File: config.mk
export PLATFORM = sky130hd
export DESIGN_NAME = ram_test_ctl
export DESIGN_NICKNAME = d
export VERILOG_FILES = /design/src/rtl/ram_test_pkg.sv /design/src/rtl/ram_test_rdpipe.sv /design/src/rtl/ram_test_ctl.sv
export SDC_FILE = /design/constraint.sdc
export NUM_CORES = 1
export LEC_CHECK = 0
export CAP_MARGIN = 20
export CORE_ASPECT_RATIO = 1.75
export CORE_MARGIN = 2
export CORE_UTILIZATION = 54
export CTS_CLUSTER_SIZE = 8
export DETAILED_ROUTE_END_ITERATION = 8
export GPL_ROUTABILITY_DRIVEN = 0
export PLACE_DENSITY = 0.78
export SYNTH_ARGS = -nofsm -noshare
export SYNTH_HDL_FRONTEND = slang
export SYNTH_SLANG_ARGS = --single-unit
export TNS_END_PERCENT = 30
File: constraint.sdc
create_clock -name clk -period 4.6 [get_ports clk]
set_input_delay 1.15 -clock clk [delete_from_list [all_inputs] [get_ports clk]]
set_output_delay 1.15 -clock clk [all_outputs]
set_load 0.02 [all_outputs]
File: src/rtl/ram_test_pkg.sv
// rtl/ram_test_pkg.sv - shared state encoding and default widths for the RAM test sequencer
package ram_test_pkg;
   localparam int DEF_ADDR_W = 16;
   localparam int DEF_DATA_W = 32;

   typedef enum logic [2:0] {
      ST_IDLE,
      ST_WRITE,
      ST_READ,
      ST_DRAIN,
      ST_DONE
   } state_e;
endpackage

File: src/rtl/ram_test_rdpipe.sv
// rtl/ram_test_rdpipe.sv - valid-plus-address delay line matching the RAM read latency
module ram_test_rdpipe
   import ram_test_pkg::*;
#(
   parameter int DEPTH  = 2,
   parameter int ADDR_W = DEF_ADDR_W
) (
   input  logic              clk,
   input  logic              resetn,
   input  logic              valid_i,
   input  logic [ADDR_W-1:0] addr_i,
   output logic              valid_o,
   output logic [ADDR_W-1:0] addr_o,
   output logic              pending_o
);
   logic              valid_q [DEPTH];
   logic [ADDR_W-1:0] addr_q  [DEPTH];

   always_ff @(posedge clk) begin
      if (!resetn) begin
         for (int i = 0; i < DEPTH; i++) begin
            valid_q[i] <= 1'b0;
            addr_q[i]  <= '0;
         end
      end else begin
         valid_q[0] <= valid_i;
         addr_q[0]  <= addr_i;
         for (int i = 1; i < DEPTH; i++) begin
            valid_q[i] <= valid_q[i-1];
            addr_q[i]  <= addr_q[i-1];
         end
      end
   end

   // Entries still travelling behind the output stage; zero means the pipe empties this cycle.
   always_comb begin
      pending_o = 1'b0;
      for (int i = 0; i < DEPTH - 1; i++) begin
         pending_o = pending_o | valid_q[i];
      end
   end

   assign valid_o = valid_q[DEPTH-1];
   assign addr_o  = addr_q[DEPTH-1];
endmodule

File: src/rtl/ram_test_ctl.sv
// rtl/ram_test_ctl.sv - writes seed+address across N RAM words, reads back and counts mismatches
module ram_test_ctl
   import ram_test_pkg::*;
#(
   parameter int ADDR_W     = DEF_ADDR_W,
   parameter int DATA_W     = DEF_DATA_W,
   parameter int RD_LATENCY = 2
) (
   input  logic              clk,
   input  logic              resetn,
   input  logic              start,
   input  logic [ADDR_W:0]   cfg_count,
   input  logic [DATA_W-1:0] cfg_seed,
   output logic              busy,
   output logic              done,
   output logic [31:0]       err_count,
   output logic [ADDR_W-1:0] first_err_addr,
   output logic [ADDR_W-1:0] ram_addr,
   output logic [DATA_W-1:0] ram_wdata,
   output logic              ram_we,
   output logic              ram_re,
   input  logic [DATA_W-1:0] ram_rdata
);
   localparam int CNT_W = ADDR_W + 1;

   state_e              state_q;
   logic [CNT_W-1:0]    count_q;
   logic [CNT_W-1:0]    idx_q;
   logic [CNT_W-1:0]    idx_d;
   logic [DATA_W-1:0]   seed_q;
   logic                busy_q;
   logic                done_q;
   logic [31:0]         err_q;
   logic [ADDR_W-1:0]   ferr_q;
   logic [ADDR_W-1:0]   addr_q;
   logic [DATA_W-1:0]   wdata_q;
   logic                we_q;
   logic                re_q;

   logic                pipe_valid;
   logic [ADDR_W-1:0]   pipe_addr;
   logic                pipe_pending;
   logic                mismatch;

   ram_test_rdpipe #(
      .DEPTH  (RD_LATENCY),
      .ADDR_W (ADDR_W)
   ) u_rdpipe (
      .clk       (clk),
      .resetn    (resetn),
      .valid_i   (re_q),
      .addr_i    (addr_q),
      .valid_o   (pipe_valid),
      .addr_o    (pipe_addr),
      .pending_o (pipe_pending)
   );

   assign idx_d    = idx_q + 1'b1;
   assign mismatch = pipe_valid && (ram_rdata != (seed_q + DATA_W'(pipe_addr)));

   always_ff @(posedge clk) begin
      if (!resetn) begin
         state_q <= ST_IDLE;
         count_q <= '0;
         idx_q   <= '0;
         seed_q  <= '0;
         busy_q  <= 1'b0;
         done_q  <= 1'b0;
         err_q   <= '0;
         ferr_q  <= '1;
         addr_q  <= '0;
         wdata_q <= '0;
         we_q    <= 1'b0;
         re_q    <= 1'b0;
      end else begin
         done_q <= 1'b0;
         if (mismatch) begin
            if (err_q != '1) err_q <= err_q + 1'b1;
            if (err_q == '0) ferr_q <= pipe_addr;
         end
         case (state_q)
            ST_IDLE: begin
               if (start) begin
                  count_q <= cfg_count;
                  seed_q  <= cfg_seed;
                  err_q   <= '0;
                  ferr_q  <= '1;
                  idx_q   <= '0;
                  addr_q  <= '0;
                  wdata_q <= cfg_seed;
                  if (cfg_count == '0) begin
                     state_q <= ST_DONE;
                     done_q  <= 1'b1;
                  end else begin
                     state_q <= ST_WRITE;
                     busy_q  <= 1'b1;
                     we_q    <= 1'b1;
                  end
               end
            end
            ST_WRITE: begin
               if (idx_d == count_q) begin
                  state_q <= ST_READ;
                  we_q    <= 1'b0;
                  re_q    <= 1'b1;
                  idx_q   <= '0;
                  addr_q  <= '0;
               end else begin
                  idx_q   <= idx_d;
                  addr_q  <= idx_d[ADDR_W-1:0];
                  wdata_q <= seed_q + DATA_W'(idx_d);
               end
            end
            ST_READ: begin
               if (idx_d == count_q) begin
                  state_q <= ST_DRAIN;
                  re_q    <= 1'b0;
               end else begin
                  idx_q  <= idx_d;
                  addr_q <= idx_d[ADDR_W-1:0];
               end
            end
            ST_DRAIN: begin
               // The last read is compared in this cycle once nothing is queued behind it.
               if (!pipe_pending) begin
                  state_q <= ST_DONE;
                  busy_q  <= 1'b0;
                  done_q  <= 1'b1;
               end
            end
            ST_DONE: begin
               state_q <= ST_IDLE;
            end
            default: begin
               state_q <= ST_IDLE;
            end
         endcase
      end
   end

   assign busy           = busy_q;
   assign done           = done_q;
   assign err_count      = err_q;
   assign first_err_addr = ferr_q;
   assign ram_addr       = addr_q;
   assign ram_wdata      = wdata_q;
   assign ram_we         = we_q;
   assign ram_re         = re_q;
endmodule

==> results.sh <==
export IMPL_cts_hold_buf=0
export IMPL_p_leak_nw=4.97
export IMPL_cts_resized=0
export IMPL_cts_path_max_buffers=2
export IMPL_clk_latency_ns=0.45
export IMPL_layout_drive_gt1_share=0.0530
export IMPL_worstMarginPinSlew_ns=0.875
export IMPL_post_dp_hpwl_mm=25.7
export IMPL_synth_cell_type_count=73
export IMPL_setup_viol=0
export IMPL_crit_buf_inv=1
export IMPL_end_kind="register"
export IMPL_critPathKind="reg -> reg"
export IMPL_coreArea_um2=19100
export IMPL_grt_pass1_vias=10160
export IMPL_vias=10439
export IMPL_total_power_w=0.00391
export IMPL_path_clk_slew_ns=0.07
export IMPL_cp_arrival_ns=4.50
export IMPL_cp_required_ns=4.91
export IMPL_syn_nets=1440
export IMPL_hold_violations=0
export IMPL_cpLargestDelayFamily="simple AND/OR/NAND/NOR gates"
export IMPL_yosysWarnings=0
export IMPL_clock_sinks=187
export IMPL_synthFlopType="dfxtp_1"
export IMPL_final_cell_mix="213 x nand2_1, 187 x dfxtp_1, 182 x clkdlybuf4s50_1"
export IMPL_fin_tns_setup_ns=0
export IMPL_synth_edf_count=0
export IMPL_crit_chain="ha_1, nand3_1, nor3_2, nand3_1, xor2_1, inv_1, ha_1, nand3_1, or3_1, o31ai_1, o41ai_2, nor4_1, xnor2_1, o221ai_1"
export IMPL_pin_count=184
export IMPL_period_needed_ns=4.19
export IMPL_htreeDepth=4
export IMPL_numCtsBuffers=17
export IMPL_port_buffers=183
export IMPL_synth_area_per_cell_um2=7.96
export IMPL_async_reset_ff_frac=0
export IMPL_synthCells=1318
export IMPL_ys_seq_area_frac=0.357
export IMPL_wl_per_cell_um=19.8
export IMPL_die_h_um=188
export IMPL_drv_cap=0
export IMPL_slew_headroom=0.415
export IMPL_synth_area_um2=10500
export IMPL_firstDrtPassIters=5
export IMPL_fin_crit_sh=0.912
export IMPL_cts_setup_buffers=0
export IMPL_antenna_found_initial=0
export IMPL_fmax_ghz=0.238
export IMPL_grt_pass1_wl_mm=52.7
export IMPL_rows=67
export IMPL_via_per_inst=6.10
export IMPL_die_w_um=109
export IMPL_hp_class="reg -> reg"
export IMPL_grt_start_max_net_pins=62
export IMPL_grt_usage=0.336
export IMPL_area_delta_synth_final_pct=24.1
export IMPL_drt_wl_total_mm=34.0
export IMPL_overflow=0
export IMPL_drcViolationCount=0
export IMPL_layout_commonest_cell="nand2_1"
export IMPL_fin_nets=1580
export IMPL_cts_tree="built"
export IMPL_slew_violations=0
export IMPL_start_util=0.549
export IMPL_p_per_area_nw_per_um2=301
export IMPL_ant_nets=0
export IMPL_num_antenna_cells=0
export IMPL_clock_root_buffer="clkbuf_16"
export IMPL_dieArea_um2=20600
export IMPL_clock_skew_ns=0.00934
export IMPL_critPathMaxFanout=8
export IMPL_ys_ff_latch=187
export IMPL_crit_slowest_cell="o31ai_1"
export IMPL_drt_iter0_markers=958
export IMPL_start_kind="register"
export IMPL_rsz0062_at_grt="no"
export IMPL_critPathMaxStageDelay_ns=0.49
export IMPL_status="completed"
export IMPL_crit_top_cell="nand3_1"
export IMPL_peakVddDrop_mv=0.255
cell usage after synthesis, types with 4 or more instances:
| cell type | count | area [µm²] |
|---|---|---|
| clkbuf_1 | 54 | 203 |
| o21ai_1 | 13 | 65.1 |
| o221ai_1 | 11 | 96.3 |
| xor2_1 | 45 | 394 |
| and3_1 | 21 | 131 |
| a311oi_1 | 4 | 35.0 |
| buf_2 | 10 | 50.1 |
| nand2b_1 | 7 | 43.8 |
| nand2_1 | 213 | 800 |
| a31oi_1 | 5 | 31.3 |
| nor2b_1 | 8 | 50.1 |
| or2_2 | 4 | 25.0 |
| o31ai_1 | 7 | 52.6 |
| o2111ai_1 | 5 | 43.8 |
| a22o_1 | 6 | 52.6 |
| nor3_1 | 26 | 130 |
| or3_1 | 22 | 138 |
| and2_1 | 33 | 206 |
| a21oi_1 | 117 | 586 |
| nor4_1 | 19 | 119 |
| or4_1 | 7 | 52.6 |
| o211ai_1 | 15 | 113 |
| a21o_1 | 15 | 113 |
| mux2i_1 | 23 | 230 |
| o21a_1 | 10 | 75.1 |
| dfxtp_1 | 187 | 3740 |
| xnor2_1 | 62 | 543 |
| nand4_1 | 30 | 188 |
| nand3_1 | 53 | 265 |
| inv_1 | 34 | 128 |
| o21bai_1 | 4 | 30.0 |
| nor2_1 | 90 | 338 |
| o21ai_0 | 36 | 180 |
| ha_1 | 36 | 450 |
| a211oi_1 | 15 | 113 |
| buf_4 | 17 | 128 |
| buf_6 | 4 | 45.0 |
cell families (layout without fill, tap and decap cells):
family	count (synthesis)	after routing	synth area share
AND/OR/NAND/NOR	549	549	0.251
buffers and inverters	120	273	0.0531
AO/OA/AOI/OAI	293	293	0.179
adder cells (fa/ha/maj)	38	38	0.0468
flip-flops	187	187	0.357
XOR/XNOR	107	107	0.0893
multiplexers	24	24	0.0241
metal layers:
metal / wire length (µm) / global-route usage / vias to the layer above
met5: 0 / 0 / -
met4: 3020 / 0.260 / 0
met3: 2110 / 0.0647 / 161
met2: 17100 / 0.585 / 514
met1: 11700 / 0.340 / 4841
li1: - / - / 4923
per-stage QoR:
step                      instance area (µm²)  setup slack (ns)  std cells  utilization  hold WS (ns)
after floorplan                         10500              1.08       1318            -         0.412
after global routing                    13000            0.0761       1712        0.681         0.452
final                                   13000             0.405       1712        0.681         0.429
after CTS                               13000             0.447       1710        0.679         0.433
after detailed placement                12400             0.356       1678        0.647         0.417
after global placement                  12400             0.473       1678        0.647         0.418
path summary, 6_finish.rpt:
| kind | to | startpoint | depth (start not counted) | slack, ns |
|---|---|---|---|---|
| max | ram_wdata[31] | idx_q[1] | 14 | 0.41 |
| min reg2reg | u_rdpipe.addr_q[0][23] | u_rdpipe.addr_q[0][7] | 1 | 0.43 |
| max reg2reg | ram_wdata[31] | idx_q[1] | 14 | 0.41 |
| min | u_rdpipe.addr_q[0][23] | u_rdpipe.addr_q[0][7] | 1 | 0.43 |
where the power goes:
| part | leakage [nW] | internal (W) | total (W) | switching (W) |
|---|---|---|---|---|
| clock network | 0.291 | 0.000844 | 0.00153 | 0.000684 |
| registers | 1.52 | 0.00168 | 0.00176 | 0.0000718 |
| logic | 3.15 | 0.000272 | 0.000631 | 0.000359 |
area by class of cell:
cell class | count | area, µm²
Multi-Input combinational cell | 1011 | 6210
Fill cell | 1632 | 6090
Sequential cell | 187 | 3740
Timing Repair Buffer | 207 | 2030
Clock buffer | 19 | 453
Tap cell | 241 | 302
Clock inverter | 13 | 158
Inverter | 34 | 128
flip-flops by register name, indices dropped and copies added (netlist names):
signal / count
err_count: 32
seed_q: 32
ram_wdata: 32
idx_q: 17
ram_re: 1
done: 1
ram_we: 1
state_q: 3
count_q: 17
u_rdpipe.valid_q: 2
first_err_addr: 16
busy: 1
u_rdpipe.addr_q: 32
Note: power is estimated with default switching activity, not from simulation.
